`config.mk`:
```
export PLATFORM = sky130hd
export DESIGN_NAME = brush_stamper
export DESIGN_NICKNAME = d
export VERILOG_FILES = /design/src/rtl/brush_stamper.sv
export SDC_FILE = /design/constraint.sdc
export NUM_CORES = 1
export LEC_CHECK = 0
export CORE_MARGIN = 2
export CORE_UTILIZATION = 56
export CTS_BUF_LIST = sky130_fd_sc_hd__clkbuf_8
export DETAILED_ROUTE_END_ITERATION = 7
export PLACE_DENSITY = 0.83
export SYNTH_ARGS = -nofsm -noshare
export SYNTH_HDL_FRONTEND = slang
export SYNTH_SLANG_ARGS = --single-unit
```
`constraint.sdc`:
```
create_clock -name clk -period 4.4 [get_ports clk]
set_input_delay 0.88 -clock clk [delete_from_list [all_inputs] [get_ports clk]]
set_output_delay 0.88 -clock clk [all_outputs]
set_load 0.1 [all_outputs]
```
`src/rtl/brush_stamper.sv`:
```
// brush_stamper: rasterises a square brush and its mirrored copies into single-pixel framebuffer writes
//   clk, rst_n (sync, active-low)
//   start, cursor_x, cursor_y, brush_size, symmetry_mode, color : burst request and its settings
//   wr_valid/wr_ready, wr_x, wr_y, wr_color                      : framebuffer write stream
//   busy, done                                                  : burst status
module brush_stamper #(
  parameter int CANVAS_W = 160,
  parameter int CANVAS_H = 120,
  parameter int XW = 8,
  parameter int YW = 7,
  parameter int CW = 3
) (
  input  logic          clk,
  input  logic          rst_n,
  input  logic          start,
  input  logic [XW-1:0] cursor_x,
  input  logic [YW-1:0] cursor_y,
  input  logic [2:0]    brush_size,
  input  logic [1:0]    symmetry_mode,
  input  logic [CW-1:0] color,
  input  logic          wr_ready,
  output logic          wr_valid,
  output logic [XW-1:0] wr_x,
  output logic [YW-1:0] wr_y,
  output logic [CW-1:0] wr_color,
  output logic          busy,
  output logic          done
);
  typedef enum logic [1:0] {IDLE, RUN, DONE} state_t;
  state_t state, state_n;
  logic [XW-1:0] lx;
  logic [YW-1:0] ly;
  logic [2:0] lsize, px, py, npx, npy;
  logic [1:0] lmode, cp, nc, nxt_c;
  logic [3:0] en;
  logic first, adv, has_c, row_end, col_end, last, clip;
  logic [XW:0] bx, mxf;
  logic [YW:0] by, myf;
  logic [XW-1:0] nx;
  logic [YW-1:0] ny;
  always_ff @(posedge clk)
    state <= !rst_n ? IDLE : state_n;
  always_comb
    state_n = state == IDLE ? (start ? RUN : IDLE) :
              state == RUN  ? (adv && last ? DONE : RUN) : IDLE;
  always_comb begin
    busy = state == RUN;
    done = state == DONE;
  end
  // Position following the current one; in IDLE this is position 0 built from the live inputs,
  // so the first pixel can be registered on the same edge that accepts start.
  always_comb begin
    first = state == IDLE;
    adv = !wr_valid || wr_ready;
    en = {lmode == 2'd3, lmode[1], lmode[0], 1'b1};
    nxt_c = 2'd0;
    has_c = 1'b0;
    for (int i = 3; i > 0; i--)
      if (i > int'(cp) && en[i]) begin
        nxt_c = 2'(i);
        has_c = 1'b1;
      end
    row_end = px == lsize;
    col_end = py == lsize;
    last = row_end && col_end && !has_c;
    nc = first ? 2'd0 : (row_end && col_end) ? nxt_c : cp;
    npx = (first || row_end) ? 3'd0 : px + 3'd1;
    npy = (first || (row_end && col_end)) ? 3'd0 : row_end ? py + 3'd1 : py;
    bx = {1'b0, first ? cursor_x : lx} + (XW+1)'(npx);
    by = {1'b0, first ? cursor_y : ly} + (YW+1)'(npy);
    clip = bx >= (XW+1)'(CANVAS_W) || by >= (YW+1)'(CANVAS_H);
    mxf = (XW+1)'(CANVAS_W - 1) - bx;
    myf = (YW+1)'(CANVAS_H - 1) - by;
    nx = XW'(nc[0] ? mxf : bx);
    ny = YW'(nc[1] ? myf : by);
  end
  always_ff @(posedge clk) begin
    if (!rst_n) begin
      lx <= '0;
      ly <= '0;
      lsize <= '0;
      lmode <= '0;
      cp <= '0;
      px <= '0;
      py <= '0;
      wr_valid <= 1'b0;
      wr_x <= '0;
      wr_y <= '0;
      wr_color <= '0;
    end else if (state == IDLE && start) begin
      lx <= cursor_x;
      ly <= cursor_y;
      lsize <= brush_size;
      lmode <= symmetry_mode;
      wr_color <= color;
      cp <= nc;
      px <= npx;
      py <= npy;
      wr_valid <= !clip;
      wr_x <= nx;
      wr_y <= ny;
    end else if (state == RUN && adv) begin
      cp <= nc;
      px <= npx;
      py <= npy;
      wr_valid <= !last && !clip;
      wr_x <= nx;
      wr_y <= ny;
    end
  end
endmodule
```
# Yosys cells after proc, flatten, opt, wreduce, memory -nomap -nowiden

Index checks and enable logic that the tools add are counted.

Multiplexer cells: 31
$add $sub $neg: 6
$lt $le $gt $ge: 5
Equal/unequal tests: 5
Reductions and logical operators: 19

Operator list:

| kind                                                                   | count |
|---|---|
| 8-bit two-way mux                                                      | 4 |
| 7-bit two-way mux                                                      | 4 |
| 3-bit two-way mux                                                      | 7 |
| 2-bit two-way mux                                                      | 10 |
| 8-bit by 3-bit adder with 9-bit output                                 | 1 |
| 9-bit by 8-bit >= comparator with 1-bit output (second input constant) | 1 |
| 1-bit logical AND                                                      | 9 |
| 7-bit by 3-bit adder with 8-bit output                                 | 1 |
| 8-bit by 7-bit >= comparator with 1-bit output (second input constant) | 1 |
| 8-bit subtractor (first input constant)                                | 1 |
| 7-bit subtractor (first input constant)                                | 1 |
| 3-bit by 1-bit adder with 3-bit output (second input constant)         | 2 |
| 3-bit equality test                                                    | 2 |
| 1-bit two-way mux                                                      | 6 |
| 2-bit equality test (second input constant)                            | 2 |
| 2-bit > comparator (first input constant)                              | 2 |
| 1-bit logical NOT                                                      | 4 |
| 1-bit logical OR                                                       | 4 |
| 2-bit by 1-bit equality test with 1-bit output (second input constant) | 1 |
| 1-bit by 2-bit > comparator with 1-bit output (first input constant)   | 1 |
| 2-bit logical NOT                                                      | 1 |
| 2-bit nonzero test                                                     | 1 |

Logic and storage cells: 78
Flip-flop bits (word level): 49
Input bits: 27

# Longest topological paths before layout

Gate-level depths: netlist (run 1).

Depth after elaboration: 11
Depth in mapped cells: 18

# Worst setup path before layout (run 1)

Ideal clock, no wire load.

Path type: register to register
From: register state[0]
To: register wr_valid
Setup time: 135 ps
Required time: 4265 ps
Path slack: 967 ps
Clock period less this slack: 3433 ps
Arrival: 3298 ps
Stages on the path, launching flop included: 18
Cells stage by stage: dfxtp_1 buf_6 nor2_8 buf_2 clkbuf_1 nor2_1 nand2_1 inv_1 ha_1 a21o_1 a21oi_1 nor3_1 xnor2_1 ha_1 nand4b_1 a311o_1 a21oi_1 o32ai_1

Longest elaborated chain between the ends: 10

Ends and longest elaborated chain:

| what                                               | RTL line | text |
|---|---|---|
| start: declaration                                 | 30       | `state_t state, state_n;` |
| start signal: assignment                           | 42       | `state <= !rst_n ? IDLE : state_n;` |
| 2-bit logical NOT (*)                              | 53       | `first = state == IDLE;` |
| 1-bit logical OR                                   | 67       | `npx = (first \|\| row_end) ? 3'd0 : px + 3'd1;` |
| 3-bit two-way mux                                  | 67       |  |
| 8-bit by 3-bit adder with 9-bit output (*)         | 69       | `bx = {1'b0, first ? cursor_x : lx} + (XW+1)'(npx);` |
| net bx[5]                                          | 37       | `logic [XW:0] bx, mxf;` |
| 9-bit by 8-bit >= comparator with 1-bit output (*) | 71       | `clip = bx >= (XW+1)'(CANVAS_W) \|\| by >= (YW+1)'(CANVAS_H);` |
| 1-bit logical OR (*)                               | 71       |  |
| 1-bit logical NOT (*)                              | 99, 106  |  |
| 1-bit logical AND                                  | 106      | `wr_valid <= !last && !clip;` |
| 1-bit two-way mux                                  | 102      | `end else if (state == RUN && adv) begin` |
| 1-bit two-way mux (*)                              | 90       | `end else if (state == IDLE && start) begin` |
| end signal: assignment                             | 99       | `wr_valid <= !clip;` |
| end signal: assignment                             | 106      |  |
| end: declaration                                   | 22       | `output logic wr_valid,` |

The timed path passes the listed nets; every way through them passes the cells marked *. The select of a mux whose other input is x is not followed.
A chain may end at the register's enable or synchronous reset.

# Worst setup path after layout (run 1)

Same ends and word-level chain as after synthesis.

==> results of run 1 <==
[logic make-up (layout without fill, tap and decap cells)]
kind of cell             after synthesis  in the layout  share of synthesized area [%]
AND/OR/NAND/NOR                      161            161                          25.45
AO/OA/AOI/OAI                         90             90                          17.94
flip-flops                            49             49                          32.71
buffers and inverters                 34             70                          5.131
XOR/XNOR                              29             29                          8.969
adder cells (fa/ha/maj)               13             13                          5.924
multiplexers                          11             11                          3.880
[placed cells by master, fill, tap and decap left out, types with 2 or more instances in the layout]
cell type	instances
nand2_1	90
a21oi_1	49
dfxtp_1	49
clkdlybuf4s50_1	47
nor2_1	18
xnor2_1	17
o21ai_0	15
nand3_1	14
inv_1	11
ha_1	11
xor2_1	10
mux2i_1	8
clkbuf_8	7
a21o_1	6
nor3_1	5
nor2b_1	5
buf_4	4
nor3b_1	3
and2_1	3
nand4_1	3
or3_1	3
xnor2_2	2
nand3_2	2
and3_1	2
mux2_2	2
o211ai_1	2
o31ai_1	2
nand3b_1	2
a211oi_1	2
a31oi_1	2
o221ai_1	2
fa_1	2
[routing by layer]
layer,share of wire (%),up-vias
li1,-,1390
met1,43,1302
met2,49,84
met3,6.7,10
met4,1.3,0
met5,0,-
[registers in the layout (all words and copies together), names as in the netlist, 3 cells and up]
signal	count
ly	7
wr_y	7
wr_color	3
py	3
lsize	3
lx	8
wr_x	8
px	3
[power by group through the flow]
| stage | Clock (µW) | Combinational, µW | Sequential [µW] |
|---|---|---|---|
| after floorplan | 0 | 257 | 705 |
| after global placement | 0 | 559 | 529 |
| after CTS | 296 | 573 | 520 |
| after global routing | 322 | 608 | 526 |
| final | 295 | 572 | 521 |
| after detailed placement | 0 | 571 | 530 |
[stage by stage]
stage	std cells	worst slack [ns]	util (%)	power, µW
global route	493	0.4240	69.57	1456
global placement	485	0.6052	67.60	1088
floorplan	387	0.9666	-	961.2
finish	493	0.6741	69.57	1388
detailed placement	485	0.5482	67.60	1101
CTS	493	0.6995	69.57	1390
[layout make-up]
cell class                 instances  share of cell area, %
clock buffer                       7                  2.694
sequential                        49                  27.43
multi-input combinational        304                  52.13
clock inverter                     1                 0.1400
tap                               70                  2.449
inverter                          11                  1.155
timing repair buffer              51                  14.00
[critical path, delay by kind of cell (launching register included)]
| kind | cells | cell delay (ns) |
|---|---|---|
| XOR/XNOR | 1 | 0.36 |
| adder cells (fa/ha/maj) | 2 | 0.45 |
| flip-flops | 1 | 0.64 |
| buffers and inverters | 1 | 0.24 |
| AND/OR/NAND/NOR | 5 | 0.69 |
| AO/OA/AOI/OAI | 5 | 1.20 |
[cells in the mapped netlist, types with 2 or more instances]
master    instances
o211ai_1          2
ha_1             11
nand3_1          14
a21oi_1          49
o21ai_0          15
and3_1            2
a211oi_1          2
and2_1            3
mux2i_1           8
nor2b_1           5
inv_1            11
nor3_1            5
a21o_1            6
clkbuf_1         16
buf_6             2
or3_1             3
xnor2_1          17
xor2_1           10
fa_1              2
mux2_2            2
nor2_1           18
nor3b_1           3
o221ai_1          2
dfxtp_1          49
xnor2_2           2
nand3b_1          2
buf_2             3
o31ai_1           2
buf_4             2
nand2_1          90
a31oi_1           2
nand4_1           3
nand3_2           2
[worst max-delay path by stage]
stage | to | from
CTS | wr_valid | state[1]
global placement | wr_valid | cursor_x[1]
finish | wr_valid | state[0]
detailed placement | wr_valid | cursor_x[1]
global route | wr_valid | state[0]
floorplan | wr_valid | state[0]
==> run summary, run 1 <==
TritonCTS built the clock tree. Detailed routing inserted a total of 2,786 vias. The chip width was 77.18 µm.

After synthesis the cells add up to 2999 µm². The clock tree buffer depth is 2. In this run the worst hold path is classified as reg -> reg. In the routed design, unresolved DRC markers number 0.

The worst register-to-register path has a depth of 14. The first-pass GRT wire length is 11.96 mm. Before antenna repair, the detailed router went through 4 iterations. The worst hold slack was 0.4557 ns; the count of flip-flops with a built-in enable after synthesis was 0.

When the netlist entered floorplanning its net count stood at 427. The flow ran to the end, and the final reports show no timing, DRC or antenna violations. The tools report the number of nets still failing antenna checks after routing as 0. The sum of overflow across all layers after global routing is 0, and the stage delay of the slowest cell on the critical path is 0.64 ns. The area growth from synthesis to layout is 19.23%. In this run, flip-flops and latches consume 37.5% of the power. Global routing consumed, on the met2 layer, 42.52% of the routing resources. The final-layout fill cell count was 472. The worst hold path terminates at wr_color[2]. The number of cells on the worst hold path is 2.

Using the TritonRoute via totals, the vias-per-cell ratio works out to 5.651. Walking the worst path, the cells encountered are or2_1 > buf_4 > nand2_1 > nand2_1 > ha_1 > a21o_1 > a21oi_1 > nor3_1 > xnor2_1 > ha_1 > nand4b_1 > a311o_1 > a21oi_1 > o32ai_1. For the setup slack on the worst flop-to-flop path, the log shows 0.67 ns. Averaged over all synthesized cells, the footprint is 7.750 µm². The wire length per cell after detailed routing is 14.61 µm, and the portion of the post-synthesis area used by sequential elements is 32.71%. In this run the critical register-to-register path is captured at wr_valid. Post-synthesis instance total: 387. The worst setup path is of the reg -> reg kind. In this run the static leakage power is 0.001377 µW. The tools report the number of failing hold endpoints at the final stage as 0. After clock tree synthesis, the flow added hold-fix buffers numbering 0. The portion of the clock cycle consumed by the worst path in the final layout came out at 84.68%. The clock share of power was 21.2%; the data arrival time of the critical path was 3.89 ns. Power spread over the standard cell area amounts to 388.2 nW/µm².

The tools report the I/O pin total as 48. The worst setup path is captured at a register. Summing all flip-flop and latch instances after layout gives 980.9 µm². The standard cell with the maximum stage delay on the critical path was dfxtp_1.

The run gives 4.57 ns as the required arrival time at the worst endpoint. Startpoint type of the worst setup path: a register. The initial antenna violation count is 0. For the number of H-tree levels, the log shows 2.

Total length of routed wires: 7.201 mm. The run gives 588.0 µW as the switching power. In the post-synthesis netlist, the biggest area contributors are dfxtp_1, nand2_1, a21oi_1. Setup violations remaining at the end of the flow were counted as 0.

The share of total power dissipated in combinational logic is 41.2%. The reg-to-reg critical path startpoint is state[0]. The tools report the maximum VDD drop as 189.9 µV. The global routing usage on met3 was 4.706%; the number of warnings issued by yosys was 0.

The biggest area consumer among synthesized cells is dfxtp_1. In this run, the number of DRC markers left after iteration 0 of detailed routing was 160. The clock period could shrink to 3.726 ns.

Derived from the worst setup path, the maximum achievable clock frequency is 268.4 MHz. The area after detailed placement came out at 3475 µm². The worst-skew pair later-pin latency was 0.30 ns; the via count of the first global-routing pass was 2,562. The maximum fanout encountered on the critical timing path is 12. The primary flip-flop cell chosen by synthesis mapping was dfxtp_1. The post-route cell area is 3576 µm².

The net count of the finished layout is 462. The busiest layer in global routing is met2. Max-capacitance violation count: 0.

Setup repair after global routing left no endpoint under its margin. After clock tree synthesis, the clock-pin slew on the worst setup and hold paths is 0.09 ns. After clock tree synthesis, the repair step resized 0 gates. Across every metal layer, demand over resource in global routing totals 24.86%. The multi-input gate area in the final layout was 1864 µm². The share of async-settable or async-resettable flops after synthesis came out at 0%.

Entering global routing, the biggest net connects 33 pins. The switching share of power was 42.36%; the final weighted congestion in routability-driven placement was 0.8969. The floorplan step defined a die boundary enclosing 5957 µm². The total negative slack is 0 ns. The logs give 0 for the post-CTS repair timing setup buffer count and 32.13% for the global routing usage on met1. The area of the core region was 5140 µm²; the height of the chip was 77.18 µm.

Clock tree synthesis inserted a total of 5 buffers. After synthesis the netlist holds a flip-flop and latch count of 49. Fraction of post-synthesis cell area in the top cell type by area: 32.71%. The cell at the root of the clock tree was clkbuf_8. Max-slew headroom at the worst pin: 33.55%. Clock tree synthesis found a total of 49 sinks. The number of antenna diodes in the final layout is 0. Total count of max-transition violations in the final report: 0.

The floorplan has 26 rows. Once detailed placement completed, the half-perimeter wirelength came to 5.193 mm. Clock skew on the completed layout was measured at 0.003307 ns. Once the floorplan was initialized, standard cells occupied 58.35% of the core. The count of buffers added on input and output ports is 47.

The transition time at the pin with the least slew margin was 0.9937 ns; the fraction of final layout cells sized beyond drive strength 1 was 6.383%. Number of library cell types mapped by synthesis: 55. The worst hold path begins at wr_color[2]. The tools report the total internal power as 800.2 µW.
No activity file was read; power rests on OpenSTA's default activity.
==> inputs of run 2 (changes only) <==
==> constraint.sdc (replaced) <==
create_clock -name clk -period 3.8 [get_ports clk]
set_input_delay 0.76 -clock clk [delete_from_list [all_inputs] [get_ports clk]]
set_output_delay 0.76 -clock clk [all_outputs]
set_load 0.1 [all_outputs]
==> run summary, run 2 (synthesized netlist as in run 1, its figures left out) <==
The run finished with clean final reports. Final period demand of the worst path: 3.562 ns. The area of the die is 5957 µm². For the number of DRC violations after detailed-routing iteration 0, the log shows 217. The tools report the clock tree buffer depth as 2.

Worst hold slack: 0.4551 ns. The placed wire-length estimate after detailed placement is 5.288 mm. The clock reaches the later pin of the worst-skew pair after 0.32 ns. The worst setup path endpoint was wr_valid. The floorplan row count was 26.

Setup slack on the critical path of the routed design comes to 0.2376 ns. The number of nets still failing antenna checks after routing was 0. Summed over all layers, the global routing overflow is 0. The reg-to-reg critical path startpoint was px[0].

The most critical setup path has its startpoint at px[0]. STA classifies the critical path startpoint as a register. For the initial antenna violation count, the log shows 0. The placement-stage worst setup slack came out at 0.09062 ns.

Dividing total power by cell area gives a power density of 458.4 nW/µm². After detailed routing, the average wire length per cell comes to 14.66 µm. The run gives 0.8704 as the final weighted congestion in routability-driven placement. The clock net in this run drives a total of 49 sinks. In this run the horizontal extent of the chip is 77.18 µm. The clock-pin slew of the registers on the worst-case setup and hold paths is 0.09 ns. Clock skew on the completed layout was measured at 0.007289 ns.

The area growth from synthesis to layout is 21.32%. The tools report the I/O pin total as 48. The post-detailed-route via-to-cell ratio was 5.666; the final-layout fill cell count was 459. In the layout the commonest cells are nand2_1, a21oi_1, dfxtp_1.

The remaining design rule violation count came out at 0. Port buffering added 47 buffers. Counting tap cells, the placed design contains a total of 492 instances. STA classifies the critical path endpoint as a register. The total count of max-transition violations in the final report came out at 0.

Summed over all layers, the routed wires come to 7.331 mm. The critical path is of the reg -> reg type. For the worst flop-to-flop path, the logic depth is 15. The tools report the overall track demand over capacity in global routing as 25.79%. The first TritonRoute pass finished after 5 iterations. The net count of the finished layout is 469. The maximum VDD drop is 278.6 µV, and the post-cts repair resize count is 0. The setup slack on the worst flop-to-flop path is 0.24 ns. The run gives 12.42 mm as the first-pass GRT wire length. The tools report the leakage power as 0.001422 µW. Number of failing hold endpoints at the final stage: 0.

In the final timing run, aggregate negative setup slack is 0 ns. For the worst setup path, the data required time is 3.98 ns. In this run the tightest slew margin relative to its limit is 33.69%.

The fraction of final layout cells sized beyond drive strength 1 was 8.140%. The class of the most critical hold timing path was reg -> reg. The library cell used most frequently in the layout, excluding fill and tap cells, is nand2_1. Non-filler instance count after layout: 500. The initial standard-cell utilization of the core was 58.35%; the number of antenna diodes was 0. The maximum fanout encountered on the critical timing path is 6.

The run gives 3.74 ns as the data arrival time of the critical path. After clock tree synthesis, the setup repair step added 0 buffers. At the pin with the least slew margin, the transition time is 0.9915 ns.

Endpoint of the lowest-slack register-to-register path: wr_valid. Measured along the y axis, the die boundary spans 77.18 µm. In this run, CTS created clock tree buffers numbering 5. Dividing the final minimum period by the clock period gives 93.75%. Setup repair after global routing left no endpoint under its margin. Clock tree synthesis selected as its root buffer the cell clkbuf_8. The largest registers in the layout are lx x8, wr_x x8.

Via count of the first global-routing pass: 2,644. Number of H-tree levels: 2. The max-capacitance violation count came out at 0.

Setup violations remaining at the end of the flow were counted as 0. TritonCTS built the clock tree. The core region is 5140 µm². Static timing analysis puts the maximum clock frequency at 280.7 MHz.

The number of buffers added to fix hold violations after cts was 0; the maximum number of pins on one net before global-route repair was 33. The tools report the total vias in the final route as 2,833.
[run 2: cell count changes in the layout (fill, tap and decap cells not counted)]
cell / before / now
clkinv_2: 1 / 0
clkdlybuf4s50_1: 47 / 45
inv_1: 11 / 12
clkbuf_8: 7 / 6
buf_4: 4 / 13
bufinv_16: 0 / 1
[run 2: final cells by class]
cell class	instances	area [µm²]	share of cell area, %
clock buffer	6	82.58	2.270
clock inverter	2	33.78	0.9285
inverter	11	41.29	1.135
multi-input combinational	304	1864	51.24
sequential	49	980.9	26.96
tap	70	87.58	2.407
timing repair buffer	58	548.0	15.06
[run 2: where the power goes]
group | switching (µW) | leakage, µW | internal (µW) | total [µW]
Sequential | 33.8 | 0.000402 | 563 | 596
Clock | 182 | 0.0000626 | 212 | 394
Combinational | 472 | 0.000957 | 206 | 678
Total | 687 | 0.00142 | 981 | 1670
[run 2: worst max-delay path, cell delays in order (launching register included)]
cell	delay (ns)
dfxtp_1	0.46
xnor2_2	0.16
and3_1	0.32
nor2_1	0.11
nand2_1	0.12
inv_1	0.05
ha_1	0.26
a21o_1	0.17
a21oi_1	0.40
nor3_1	0.14
xnor2_1	0.31
ha_1	0.20
nand4b_1	0.10
a311o_1	0.33
a21oi_1	0.18
o32ai_1	0.11
[run 2: layer usage]
layer | vias up | track usage, % | share of wire (%)
li1 | 1409 | - | -
met1 | 1323 | 33.31 | 44
met2 | 87 | 43.30 | 50
met3 | 14 | 4.588 | 5.0
met4 | 0 | 8.750 | 1.8
met5 | - | 0 | 0
[run 2: stage by stage]
| step | util [%] | power [µW] | area (µm²) |
|---|---|---|---|
| final | 70.79 | 1668 | 3638 |
| after global routing | 70.79 | 1743 | 3638 |
| after CTS | 70.79 | 1668 | 3638 |
| after detailed placement | 68.52 | 1281 | 3522 |
| after global placement | 68.52 | 1270 | 3522 |
| after floorplan | - | 1113 | 2999 |
[run 2: worst min path at each step]
stage	start	endpoint	slack, ns	depth (start not counted)
after floorplan	lmode[0]	lmode[0]	0.43	2
after global placement	wr_color[2]	wr_color[2]	0.44	2
after detailed placement	wr_color[2]	wr_color[2]	0.45	2
after CTS	wr_color[2]	wr_color[2]	0.46	2
after global routing	wr_color[1]	wr_color[1]	0.48	2
final	wr_color[2]	wr_color[2]	0.46	2
